--- src/rtl/unit_mover.sv ---
// Per-frame movement stage: owns 16 friendly and 16 enemy unit slots, steps
// every live unit toward the opposing front once per start pulse, and handles spawns/kills.
module unit_mover (
  input  logic         clk,
  input  logic         rst,
  input  logic         start,
  input  logic         ack,
  input  logic [8:0]   friendlyFront,
  input  logic [8:0]   enemyFront,
  input  logic         spawnF,
  input  logic [1:0]   spawnFType,
  input  logic         spawnE,
  input  logic [1:0]   spawnEType,
  input  logic [15:0]  killF,
  input  logic [15:0]  killE,
  output logic [143:0] unitLocFlat,
  output logic [31:0]  unitTypeFlat,
  output logic [143:0] enemyLocFlat,
  output logic [31:0]  enemyTypeFlat,
  output logic [15:0]  unitAttack,
  output logic [15:0]  enemyAttack,
  output logic         spawnReady,
  output logic         spawnDropF,
  output logic         spawnDropE,
  output logic         done
);
  localparam logic [8:0] FSPAWN = 9'd480;
  localparam logic [8:0] ESPAWN = 9'd32;

  // Handshake: start is a one-cycle pulse accepted only in S_IDLE; done is held
  // in S_DONE until ack is sampled high; spawns are honoured only while spawnReady.
  typedef enum logic [1:0] {S_IDLE, S_MOVE, S_DONE} state_e;

  state_e      state_q, state_d;
  logic [3:0]  idx_q, idx_d;
  logic [1:0]  ftype_q [16];
  logic [1:0]  ftype_d [16];
  logic [8:0]  floc_q  [16];
  logic [8:0]  floc_d  [16];
  logic [1:0]  etype_q [16];
  logic [1:0]  etype_d [16];
  logic [8:0]  eloc_q  [16];
  logic [8:0]  eloc_d  [16];
  logic [15:0] fatk_q, fatk_d, eatk_q, eatk_d;
  logic        dropf_q, dropf_d, drope_q, drope_d;

  function automatic logic [9:0] speed(input logic [1:0] t);
    case (t)
      2'd1:    speed = 10'd2;
      2'd2:    speed = 10'd1;
      2'd3:    speed = 10'd4;
      default: speed = 10'd0;
    endcase
  endfunction

  // Movement arithmetic for the slot currently addressed by idx_q (10-bit, no wrap)
  logic [9:0] f_cur, f_spd, f_fr, f_dec, e_cur, e_spd, e_fr, e_sum;
  logic [8:0] f_step, e_step;
  assign f_cur  = {1'b0, floc_q[idx_q]};
  assign f_spd  = speed(ftype_q[idx_q]);
  assign f_fr   = {1'b0, enemyFront};
  assign f_dec  = f_cur - f_spd;
  assign f_step = (f_cur <= f_fr + f_spd) ? enemyFront : f_dec[8:0];
  assign e_cur  = {1'b0, eloc_q[idx_q]};
  assign e_spd  = speed(etype_q[idx_q]);
  assign e_fr   = {1'b0, friendlyFront};
  assign e_sum  = e_cur + e_spd;
  assign e_step = (e_sum >= e_fr) ? friendlyFront : e_sum[8:0];

  // Lowest-index empty slot, taken from the pre-edge types
  logic       f_free, e_free;
  logic [3:0] f_slot, e_slot;
  always_comb begin
    f_free = 1'b0;
    f_slot = 4'd0;
    e_free = 1'b0;
    e_slot = 4'd0;
    for (int i = 15; i >= 0; i--) begin
      if (ftype_q[i] == 2'd0) begin
        f_free = 1'b1;
        f_slot = 4'(i);
      end
      if (etype_q[i] == 2'd0) begin
        e_free = 1'b1;
        e_slot = 4'(i);
      end
    end
  end

  always_comb begin
    state_d = state_q;
    idx_d   = idx_q;
    ftype_d = ftype_q;
    floc_d  = floc_q;
    etype_d = etype_q;
    eloc_d  = eloc_q;
    fatk_d  = fatk_q;
    eatk_d  = eatk_q;
    dropf_d = 1'b0;
    drope_d = 1'b0;
    case (state_q)
      S_IDLE: if (start) begin
        state_d = S_MOVE;
        idx_d   = 4'd0;
      end
      S_MOVE: begin
        idx_d = idx_q + 4'd1;
        if (idx_q == 4'd15) state_d = S_DONE;
        if (ftype_q[idx_q] == 2'd0) begin
          fatk_d[idx_q] = 1'b0;
        end else if (f_cur > f_fr) begin
          floc_d[idx_q] = f_step;
          fatk_d[idx_q] = 1'b0;
        end else begin
          fatk_d[idx_q] = 1'b1;
        end
        if (etype_q[idx_q] == 2'd0) begin
          eatk_d[idx_q] = 1'b0;
        end else if (e_cur < e_fr) begin
          eloc_d[idx_q] = e_step;
          eatk_d[idx_q] = 1'b0;
        end else begin
          eatk_d[idx_q] = 1'b1;
        end
      end
      S_DONE: if (ack) state_d = S_IDLE;
      default: state_d = S_IDLE;
    endcase
    if (state_q != S_MOVE) begin
      if (spawnF && spawnFType != 2'd0) begin
        if (f_free) begin
          ftype_d[f_slot] = spawnFType;
          floc_d[f_slot]  = FSPAWN;
          fatk_d[f_slot]  = 1'b0;
        end else begin
          dropf_d = 1'b1;
        end
      end
      if (spawnE && spawnEType != 2'd0) begin
        if (e_free) begin
          etype_d[e_slot] = spawnEType;
          eloc_d[e_slot]  = ESPAWN;
          eatk_d[e_slot]  = 1'b0;
        end else begin
          drope_d = 1'b1;
        end
      end
    end
    // Kill wins over both movement and spawn of the same slot; loc is left stale
    for (int i = 0; i < 16; i++) begin
      if (killF[i]) begin
        ftype_d[i] = 2'd0;
        fatk_d[i]  = 1'b0;
      end
      if (killE[i]) begin
        etype_d[i] = 2'd0;
        eatk_d[i]  = 1'b0;
      end
    end
  end

  always_ff @(posedge clk) begin
    if (rst) begin
      state_q <= S_IDLE;
      idx_q   <= 4'd0;
      for (int i = 0; i < 16; i++) begin
        ftype_q[i] <= 2'd0;
        floc_q[i]  <= 9'd0;
        etype_q[i] <= 2'd0;
        eloc_q[i]  <= 9'd0;
      end
      fatk_q  <= 16'd0;
      eatk_q  <= 16'd0;
      dropf_q <= 1'b0;
      drope_q <= 1'b0;
    end else begin
      state_q <= state_d;
      idx_q   <= idx_d;
      ftype_q <= ftype_d;
      floc_q  <= floc_d;
      etype_q <= etype_d;
      eloc_q  <= eloc_d;
      fatk_q  <= fatk_d;
      eatk_q  <= eatk_d;
      dropf_q <= dropf_d;
      drope_q <= drope_d;
    end
  end

  always_comb begin
    unitLocFlat   = '0;
    unitTypeFlat  = '0;
    enemyLocFlat  = '0;
    enemyTypeFlat = '0;
    for (int i = 0; i < 16; i++) begin
      unitLocFlat[9*i +: 9]   = floc_q[i];
      unitTypeFlat[2*i +: 2]  = ftype_q[i];
      enemyLocFlat[9*i +: 9]  = eloc_q[i];
      enemyTypeFlat[2*i +: 2] = etype_q[i];
    end
  end

  assign unitAttack  = fatk_q;
  assign enemyAttack = eatk_q;
  assign spawnReady  = (state_q != S_MOVE);
  assign spawnDropF  = dropf_q;
  assign spawnDropE  = drope_q;
  assign done        = (state_q == S_DONE);
endmodule

--- config.mk ---
export PLATFORM = sky130hd
export DESIGN_NAME = unit_mover
export DESIGN_NICKNAME = d
export VERILOG_FILES = /design/src/rtl/unit_mover.sv
export SDC_FILE = /design/constraint.sdc
export NUM_CORES = 1
export LEC_CHECK = 0
export CORE_MARGIN = 10
export CORE_UTILIZATION = 45
export DETAILED_ROUTE_END_ITERATION = 7
export PLACE_DENSITY = 0.84
export SYNTH_ARGS = -nofsm -noshare
export SYNTH_HDL_FRONTEND = slang
export SYNTH_SLANG_ARGS = --single-unit
--- constraint.sdc ---
create_clock -name clk -period 6.3 [get_ports clk]
set_input_delay 1.26 -clock clk [delete_from_list [all_inputs] [get_ports clk]]
set_output_delay 1.26 -clock clk [all_outputs]
set_load 0.02 [all_outputs]
==> impl_results.md <==
- Worst Hold Class: reg -> reg
- Vias in the first global route: 19800
- Placer Congestion: 0.991
- RSZ-0062 raised after global routing: false
- # hold bufs at CTS: 0
- Die width: 227 um
- Peak VDD IR: 174 uV
- Reg2Reg Setup Slack: 0.54 ns
- Row cnt: 75
- Number of clock sinks: 392
- Drt total wl: 88600 um
- Root buf cell: clkbuf_16
- CORE AREA: 42000 sq um
- Final hold viol count: 0
- Final ANT Viol Nets: 0
- Dpl hpwl: 67200 um
- Starting Density: 45.7%
- Post-Syn Area per Cell: 9.10 sq um
- Critical Path Start: idx_q[1]
- # setup viols final: 0
- H-tree Lvls: 2
- Max-slew headroom: 22.1%
- Critical path class: reg -> reg
- Final Cycle Share: 91.4%
- First-pass GRT wire length: 129000 um
- Initial DRC count: 3310
- FF-to-FF path depth: 14
- Pwr per Cell Area: 216 nW/um^2
- Layout cell share with drive strength beyond 1: 10.9%
- FILL cells: 3368
- RR Endpoint: enemyLocFlat[17]
- Worst setup SP type: flop
- Initial antenna violation count: 2
- Ys async rst share: 0%
- Area leader, netlist: dfxtp_1
- Die Y: 227 um
- Post-route cell area: 25500 sq um
- Synth Flop Type: dfxtp_1
- Buffers on Ports: 447
- CP required: 6.83 ns
- Total Nets Final: 2640
- TNS Setup: 0 ns
- Drt first pass iters: 7
- CP max FO: 40
- Area of the multi-input gates: 10600 sq um
- Largest net degree at the start of global routing: 78
- Clk buf depth: 3
- Worst Tran Pin Value: 1.16 ns
- Endpoint class of the critical path: flop
- Synth top area cells: dfxtp_1, mux4_2, a21oi_1
- Post-synth top area share: 40.9%
- Die ar.: 51300 sq um
- Shortest period the worst path allows: 5.76 ns
- Total I/O pin count: 448
- Sequential area share after synthesis: 40.9%
- Distinct cells, synth: 79
- Flip-flop and latch area: 7860 sq um
- Avg WL per Cell: 28.6 um
- Post-CTS sizing: 0
- Post-synth EDFFs: 0
- Area delta synth->final: 33.0%
- Synth top cells by count: dfxtp_1, nand2_1, a21oi_1
- GRT Util Overall: 33.1%
- Leakage Power: 0.00861 uW
- TritonCTS clock tree: built
- Grt ovf: 0
- Clock Skew: 0.0358 ns
- Num CTS Buffers: 42
- Fmax: 174 MHz
- # Max-Cap Violations: 0
- Gate Count Post-Synth: 2109
- DP Area: 24100 sq um
- Via/cell ratio: 6.60
- Final Slew Violations: 0
- Worst R2R Start: idx_q[1]
- CP endpoint: enemyLocFlat[17]
- Postcts setup bufs: 0
- Synth Net Count: 2220
- Status: completed
- Worst-path clk slew: 0.07 ns
- Yosys reg bits: 392
- Arrival @ worst endpoint: 6.29 ns
- Top-count cell post-synth: dfxtp_1
- Syn. warnings: 0
- Remaining DRCs: 0
- Mapped Area: 19200 sq um
- Vias: 20500
- Worst skew pair latency: 0.60 ns
cells by family (layout without fill, tap and decap cells):
group,after synthesis,in the layout,share of synthesized area (%)
XOR/XNOR,18,18,0.821
other,0,1,0
AO/OA/AOI/OAI,625,625,20.3
buffers and inverters,156,609,4.19
adder cells (fa/ha/maj),51,51,3.44
AND/OR/NAND/NOR,742,742,17.9
flip-flops,392,392,40.9
multiplexers,125,125,12.5
layout by cell type, fill, tap and decap left out, types with 10 or more instances in the layout:
cell             synthesis  final
nand2_1                271    271
o21ai_1                 11     11
o31ai_1                 13     13
buf_4                    4     51
nand2_4                 10     10
nor4_1                  22     22
a2111oi_0               17     17
nor2b_1                 16     16
mux2i_1                 29     29
mux4_2                  91     91
nor3_1                 100    100
nand2b_1                10     10
dfxtp_1                392    390
clkbuf_16                0     42
xnor2_1                 12     12
o22ai_1                 61     61
nor2_1                 209    209
nand3_1                 37     37
ha_1                    48     48
a21oi_1                268    268
clkdlybuf4s50_1          0    446
inv_1                   33     33
a22oi_1                 29     29
o21ai_0                 51     51
or2_2                   15     15
a211oi_1               107    107
worst min-delay path by stage:
stage | from | to | slack (ns) | cells after the start
2_1_floorplan | state_q[0] | state_q[0] | 0.51 | 1
3_3_place_gp | unitLocFlat[3] | unitLocFlat[3] | 0.46 | 2
3_5_place_dp | unitAttack[13] | unitAttack[13] | 0.47 | 2
4_1_cts | unitAttack[13] | unitAttack[13] | 0.48 | 2
5_1_grt | unitLocFlat[3] | unitLocFlat[3] | 0.50 | 2
6_report | unitAttack[13] | unitAttack[13] | 0.47 | 2
area by class of cell:
cell class	count	area share (%)
antenna	1	0.00980
timing repair buffer	499	19.1
multi-input combinational	1561	41.3
tap	539	2.64
clock buffer	56	4.67
inverter	33	0.485
sequential	392	30.8
clock inverter	21	1.00
worst max-delay path: stages, from the launching register on:
cell and delay, ns:
dfxtp_4 0.66, buf_4 0.44, buf_4 0.64, mux4_2 0.41, a22oi_1 0.25, nand2_1 0.24, ha_1 0.35, a211oi_1 0.22
o21ai_0 0.15, a211o_1 0.31, a41o_1 0.29, nor2_1 0.53, and2_0 0.79, o21ai_0 0.22, a21oi_1 0.18
power breakdown:
group          leakage, uW  switching, uW  internal [uW]
Sequential         0.00316           14.2           2480
Clock             0.000704           1130           1480
Combinational      0.00475            269            145
metal layers:
metal	routed length [um]	global-route usage, %	vias up	part of all wire, %
met1	30700	38.2	9680	35
met5	12	1.21	-	0.014
met2	40800	54.2	1742	46
li1	-	-	8665	-
met4	5340	17.2	2	6.0
met3	11800	10.2	389	13
per-stage QoR:
stage          total power (uW)  instances  worst slack, ns  utilization, %  hold slack [ns]
2_1_floorplan              2800       2109            0.391               -            0.515
3_3_place_gp               2950       3024            0.829            57.3            0.457
3_5_place_dp               2950       3024            0.703            57.3            0.466
4_1_cts                    5500       3101            0.702            60.7            0.475
5_1_grt                    5630       3102            0.239            60.7            0.497
6_report                   5520       3102            0.541            60.7            0.474
flip-flops by register name, summed over array words and instances (netlist names):
signal,cells
enemyAttack,16
enemyLocFlat,144
enemyTypeFlat,32
idx_q,4
spawnDropE,1
spawnDropF,1
state_q,2
unitAttack,16
unitLocFlat,144
unitTypeFlat,32
Power figures use the tool's default switching activity.
